[src/rtl/instr_rom_sync.sv]
`default_nettype none
// +--------------------------------------------------------------------------+
// | Module      : instr_rom_sync                                              |
// | Description : Clocked instruction memory for the 8-bit CPU. One-cycle     |
// |               registered fetch with a valid/ready handshake toward the    |
// |               decode stage, plus an optional program-load write port.     |
// | Options     : ROM_LOAD_EN - when defined, load_* writes program words;    |
// |               when undefined, load_* is ignored and the memory is a ROM.  |
// | Revision    : 1.0 - initial release                                       |
// +--------------------------------------------------------------------------+
module instr_rom_sync #(
  parameter int DATA_W = 8,
  parameter int ADDR_W = 4,
  parameter int DEPTH  = 16   // implemented words, DEPTH <= 2**ADDR_W
) (
  input  logic              clk,
  input  logic              rst_n,
  input  logic              fetch_req,
  input  logic [ADDR_W-1:0] fetch_addr,
  output logic              fetch_ready,
  output logic [DATA_W-1:0] instr,
  output logic              instr_valid,
  input  logic              instr_ready,
  output logic              addr_err,
  input  logic              load_en,
  input  logic [ADDR_W-1:0] load_addr,
  input  logic [DATA_W-1:0] load_data
);

  // Full decode of the address space; rows at or above DEPTH read as zero.
  localparam int ROWS = 2 ** ADDR_W;

  // Power-up program image, zero-extended or truncated to DATA_W.
  function automatic logic [DATA_W-1:0] boot_word(input int idx);
    logic [7:0] b;
    case (idx)
      0:       b = 8'h10;
      1:       b = 8'h20;
      2:       b = 8'h30;
      default: b = 8'h00;
    endcase
    return DATA_W'(b);
  endfunction

  logic [DATA_W-1:0] w_table [ROWS];
  logic [DATA_W-1:0] w_rd_data;
  logic              w_oob;
  logic              w_accept;
  logic [DATA_W-1:0] r_instr;
  logic              r_valid;
  logic              r_err;

  // One storage (or constant) cell per implemented word.
  for (genvar i = 0; i < ROWS; i++) begin : g_row
    if (i < DEPTH) begin : g_word
`ifdef ROM_LOAD_EN
      // Power-up value comes from the image; reset deliberately leaves it alone
      // so that a loaded program survives a CPU reset.
      logic [DATA_W-1:0] r_word = boot_word(i);

      // Program-load write. The fetch path samples the pre-edge value, which
      // gives read-before-write when load and fetch hit the same word.
      always_ff @(posedge clk) begin
        if (load_en && (load_addr == ADDR_W'(i))) begin
          r_word <= load_data;
        end
      end

      assign w_table[i] = r_word;
`else
      assign w_table[i] = boot_word(i);
`endif
    end else begin : g_hole
      assign w_table[i] = '0;
    end
  end

`ifndef ROM_LOAD_EN
  // The load port stays on the interface but has no effect in the ROM build.
  logic w_load_unused;
  assign w_load_unused = ^{load_en, load_addr, load_data};
`endif

  // Address range check done in ADDR_W+1 bits so DEPTH == 2**ADDR_W still fits.
  assign w_oob       = ({1'b0, fetch_addr} >= (ADDR_W + 1)'(DEPTH));
  assign w_rd_data   = w_oob ? '0 : w_table[fetch_addr];

  // A new word may enter when the output slot is empty or being drained.
  assign fetch_ready = !r_valid || instr_ready;
  assign w_accept    = fetch_req && fetch_ready;

  // Output slot: capture on accept, drop valid on a pure consume, else hold.
  always_ff @(posedge clk or negedge rst_n) begin
    if (!rst_n) begin
      r_instr <= '0;
      r_valid <= 1'b0;
      r_err   <= 1'b0;
    end else if (w_accept) begin
      r_instr <= w_rd_data;
      r_valid <= 1'b1;
      r_err   <= w_oob;
    end else if (instr_ready) begin
      r_valid <= 1'b0;
    end
  end

  assign instr       = r_instr;
  assign instr_valid = r_valid;
  assign addr_err    = r_err;

endmodule
`default_nettype wire

[config.mk]
export PLATFORM = sky130hd
export DESIGN_NAME = instr_rom_sync
export DESIGN_NICKNAME = d
export VERILOG_FILES = /design/src/rtl/instr_rom_sync.sv
export SDC_FILE = /design/constraint.sdc
export NUM_CORES = 1
export LEC_CHECK = 0
export ABC_AREA = 1
export BUFFER_PORTS_ARGS = -buffer_cell sky130_fd_sc_hd__buf_4
export CAP_MARGIN = 25
export CORE_AREA = 2 2 39 41
export DETAILED_ROUTE_END_ITERATION = 12
export DIE_AREA = 0 0 41 43
export GPL_TIMING_DRIVEN = 0
export MAX_ROUTING_LAYER = met4
export SLEW_MARGIN = 20
export SYNTH_ARGS = -nofsm -noshare
export SYNTH_HDL_FRONTEND = slang
export SYNTH_SLANG_ARGS = --single-unit
[constraint.sdc]
create_clock -name clk -period 0.8 [get_ports clk]
set_input_delay 0.16 -clock clk [delete_from_list [all_inputs] [get_ports clk]]
set_output_delay 0.16 -clock clk [all_outputs]
set_load 0.05 [all_outputs]
==> reports/qor.txt <==
result of the run - finished with violations
violated checks - negative setup slack
Avg Synthesized Cell Area - 7.14 um2
Top FF cell, synth - sky130_fd_sc_hd__dfrtp_1
critical path endpoint category - output pin
share of cells above drive strength 1 - 46.6%
count of final setup violators - 7
largest family of logic cells by synthesized area - buffers and inverters
Cell Rows - 14
Area contributors post-synth - sky130_fd_sc_hd__dfrtp_1 (31%), sky130_fd_sc_hd__buf_4 (22%), sky130_fd_sc_hd__nand2_1 (15%)
Longest Clk Path Bufs - 2
1st-pass router iterations - 1
hold path start - fetch_req
portion of synthesized cell area occupied by the leading cell type - 30.9%
post-detail-place hpwl - 412 um
non-filler cells, final - 74
pin count of the biggest net entering global routing - 4
worst IR drop on VDD - 0.501 mV
total of warnings raised by yosys - 0
Setup Skew - 0.00407 ns
number of enable flip-flop cells after synthesis - 0
combined area of all synthesized cells - 243 um2
start of the worst register-to-register path - instr_valid
Synth cell types - 9
routed len/inst - 7.11 um
worst hold slack after final layout - 0.192 ns
nets@finish - 82
complex-gate fraction of the synthesized area - 3.61%
sequential-to-total area share from yosys stat - 30.9%
RD Place Congestion - 0.689
Worst Reg-to-Reg Cells - 4
Seq cells post-synth - 3
hold-critical path depth - 3
vias post-DR - 244
end point of the worst hold path - instr_valid
Initial Utilization - 17.5%
Skew-Pair Late Insertion Delay - 0.23 ns
maximum operating frequency - 954 MHz
total routing resource utilization after global routing - 7.72%
simple-gate area share of the yosys netlist - 22.7%
number of buffers inserted by port buffering - 11
share of synthesized cell area in full adder, half adder and majority cells - 10.3%
via count of the first global-routing pass - 251
clock tree root driver cell - sky130_fd_sc_hd__clkbuf_4
Mapped Cells - 34
area share of xor/xnor cells in the synthesized design - 0%
number of antenna cells inserted - 0
number of design-rule violations left by the first detailed-router iteration - 0
Worst setup SP type - flop
Die Outline Area - 1760 um2
fraction of the cycle the final worst path needs - 131%
kind of critical path - reg -> out
dominant cell by count in the synthesized netlist - sky130_fd_sc_hd__nand2_1
height of the chip - 43 um
# IOs - 32
Worst Path Max Fanout - 3
mean number of vias per cell - 3.30
minimum period implied by the final worst setup slack - 1.05 ns
final number of hold-violating endpoints - 0
reg-to-reg slack, setup - -0.11 ns
TritonCTS clock tree - yes
number of max-cap violations - 0
TritonCTS Buffers - 3
Worst Setup Slack, final - -0.248 ns
clock slew seen by the registers of the worst setup and hold paths - 0.03 ns
area of the core - 1380 um2
type of the most critical hold path - in -> reg
most common library cells after synthesis - sky130_fd_sc_hd__nand2_1 (10), sky130_fd_sc_hd__buf_4 (7), sky130_fd_sc_hd__inv_1 (6), sky130_fd_sc_hd__dfrtp_1 (3), sky130_fd_sc_hd__nor2_1 (3)
maximum level of the CTS H-tree - 1
post-placement setup slack - -0.0895 ns
share of synthesized registers carrying an async set or reset - 100%
cell taking the most area after synthesis - sky130_fd_sc_hd__dfrtp_1
global-route wire length before repair - 869 um
endpoint arrival time on the critical path - 0.89 ns
Placement Cell Area - 385 um2
overall routed net length - 526 um
leakage dissipation - 0.273 nW
number of nets still failing antenna checks after routing - 0
final count of pins violating max slew - 0
initial antenna violation count - 0
remaining global-route overflow - 0
required arrival time at the worst endpoint - 0.64 ns
Reg2Reg Capture Point - instr[5]
DRC violations left - 0
unrepaired setup endpoints after global routing - true
Die X-Extent - 41 um
post-route cell area - 459 um2
power density cells - 1570 nW/um2
synth-to-layout area growth - 89.2%
fraction of synthesized area in multiplexers - 0%
DP Cell Count - 67
clock sink count - 3
[critical path: stages (launching register included)]
cell and delay, ns:
sky130_fd_sc_hd__dfrtp_2 0.44, sky130_fd_sc_hd__nand2_8 0.09, sky130_fd_sc_hd__buf_8 0.14
[power breakdown]
group	switching, mW	total (mW)	internal, mW
sequential	0.0139	0.179	0.165
combinational	0.180	0.287	0.107
clock	0.0716	0.258	0.186
[kinds of logic (layout without fill, tap and decap cells)]
logic type | after synthesis | in the layout
compound gates | 1 | 1
fa+ha+maj | 2 | 2
buf+inv | 13 | 31
flops | 3 | 3
other cells | 1 | 7
simple gates | 14 | 14
[worst max-delay path by stage]
| stage | from | endpoint | slack [ns] | depth (start not counted) |
|---|---|---|---|---|
| after CTS | instr_valid | fetch_ready | -0.25 | 2 |
| after detailed placement | fetch_addr[0] | instr[5] | -0.09 | 7 |
| final | instr_valid | fetch_ready | -0.25 | 2 |
| after global routing | instr_valid | fetch_ready | -0.28 | 2 |
| after global placement | fetch_addr[0] | instr[5] | -0.08 | 7 |
| after floorplan | instr_valid | instr[4] | -0.18 | 4 |
[routing by layer]
layer	vias up	part of all wire [%]	global-route usage [%]	routed length [um]
met5	-	0	-	0
met4	0	0	6.00	0
met3	0	8.9	1.57	47
met2	11	57	12.5	302
met1	102	33	7.42	175
li1	131	-	-	-
[cells in the final DEF, fill, tap and decap left out]
master / Yosys / final
sky130_fd_sc_hd__buf_8: 0 / 1
sky130_fd_sc_hd__ha_1: 2 / 2
sky130_fd_sc_hd__buf_4: 7 / 17
sky130_fd_sc_hd__conb_1: 1 / 7
sky130_fd_sc_hd__buf_6: 0 / 2
sky130_fd_sc_hd__clkbuf_1: 0 / 1
sky130_fd_sc_hd__dfrtp_1: 3 / 2
sky130_fd_sc_hd__clkbuf_4: 0 / 3
sky130_fd_sc_hd__nand2_2: 1 / 1
sky130_fd_sc_hd__inv_1: 6 / 6
sky130_fd_sc_hd__a21oi_4: 0 / 1
sky130_fd_sc_hd__nor2_1: 3 / 3
sky130_fd_sc_hd__dlygate4sd3_1: 0 / 1
sky130_fd_sc_hd__nand2_1: 10 / 9
sky130_fd_sc_hd__dfrtp_2: 0 / 1
sky130_fd_sc_hd__nand2_8: 0 / 1
[registers in the layout, indices dropped and copies added (netlist names)]
register     cells
instr            2
instr_valid      1
[what timing repair did]
item                       in CTS  in global routing
hold endpoints to repair        3                  0
gates resized for setup         4                  1
pin swaps                       0                  1
setup buffers                   1                  1
hold buffers                    1                  0
setup endpoints to repair       6                  6
[metrics by stage]
stage,total power [mW],TNS [ns],utilization [%]
CTS,0.723,-1.01,32.1
global placement,0.432,-0.183,27.8
global route,0.776,-1.24,33.2
finish,0.723,-0.986,33.2
detailed placement,0.435,-0.219,27.8
floorplan,0.372,-0.504,-
[layout make-up]
| cell class | count | area [um2] |
|---|---|---|
| plain buffers | 7 | 52.6 |
| clock buffers | 4 | 26.3 |
| fillers | 164 | 925 |
| inverters | 6 | 22.5 |
| multi-input cells | 24 | 139 |
| flip-flops and latches | 3 | 76.3 |
| well taps | 16 | 20.0 |
| repair buffers | 14 | 123 |
Power figures use the tool's default switching activity.
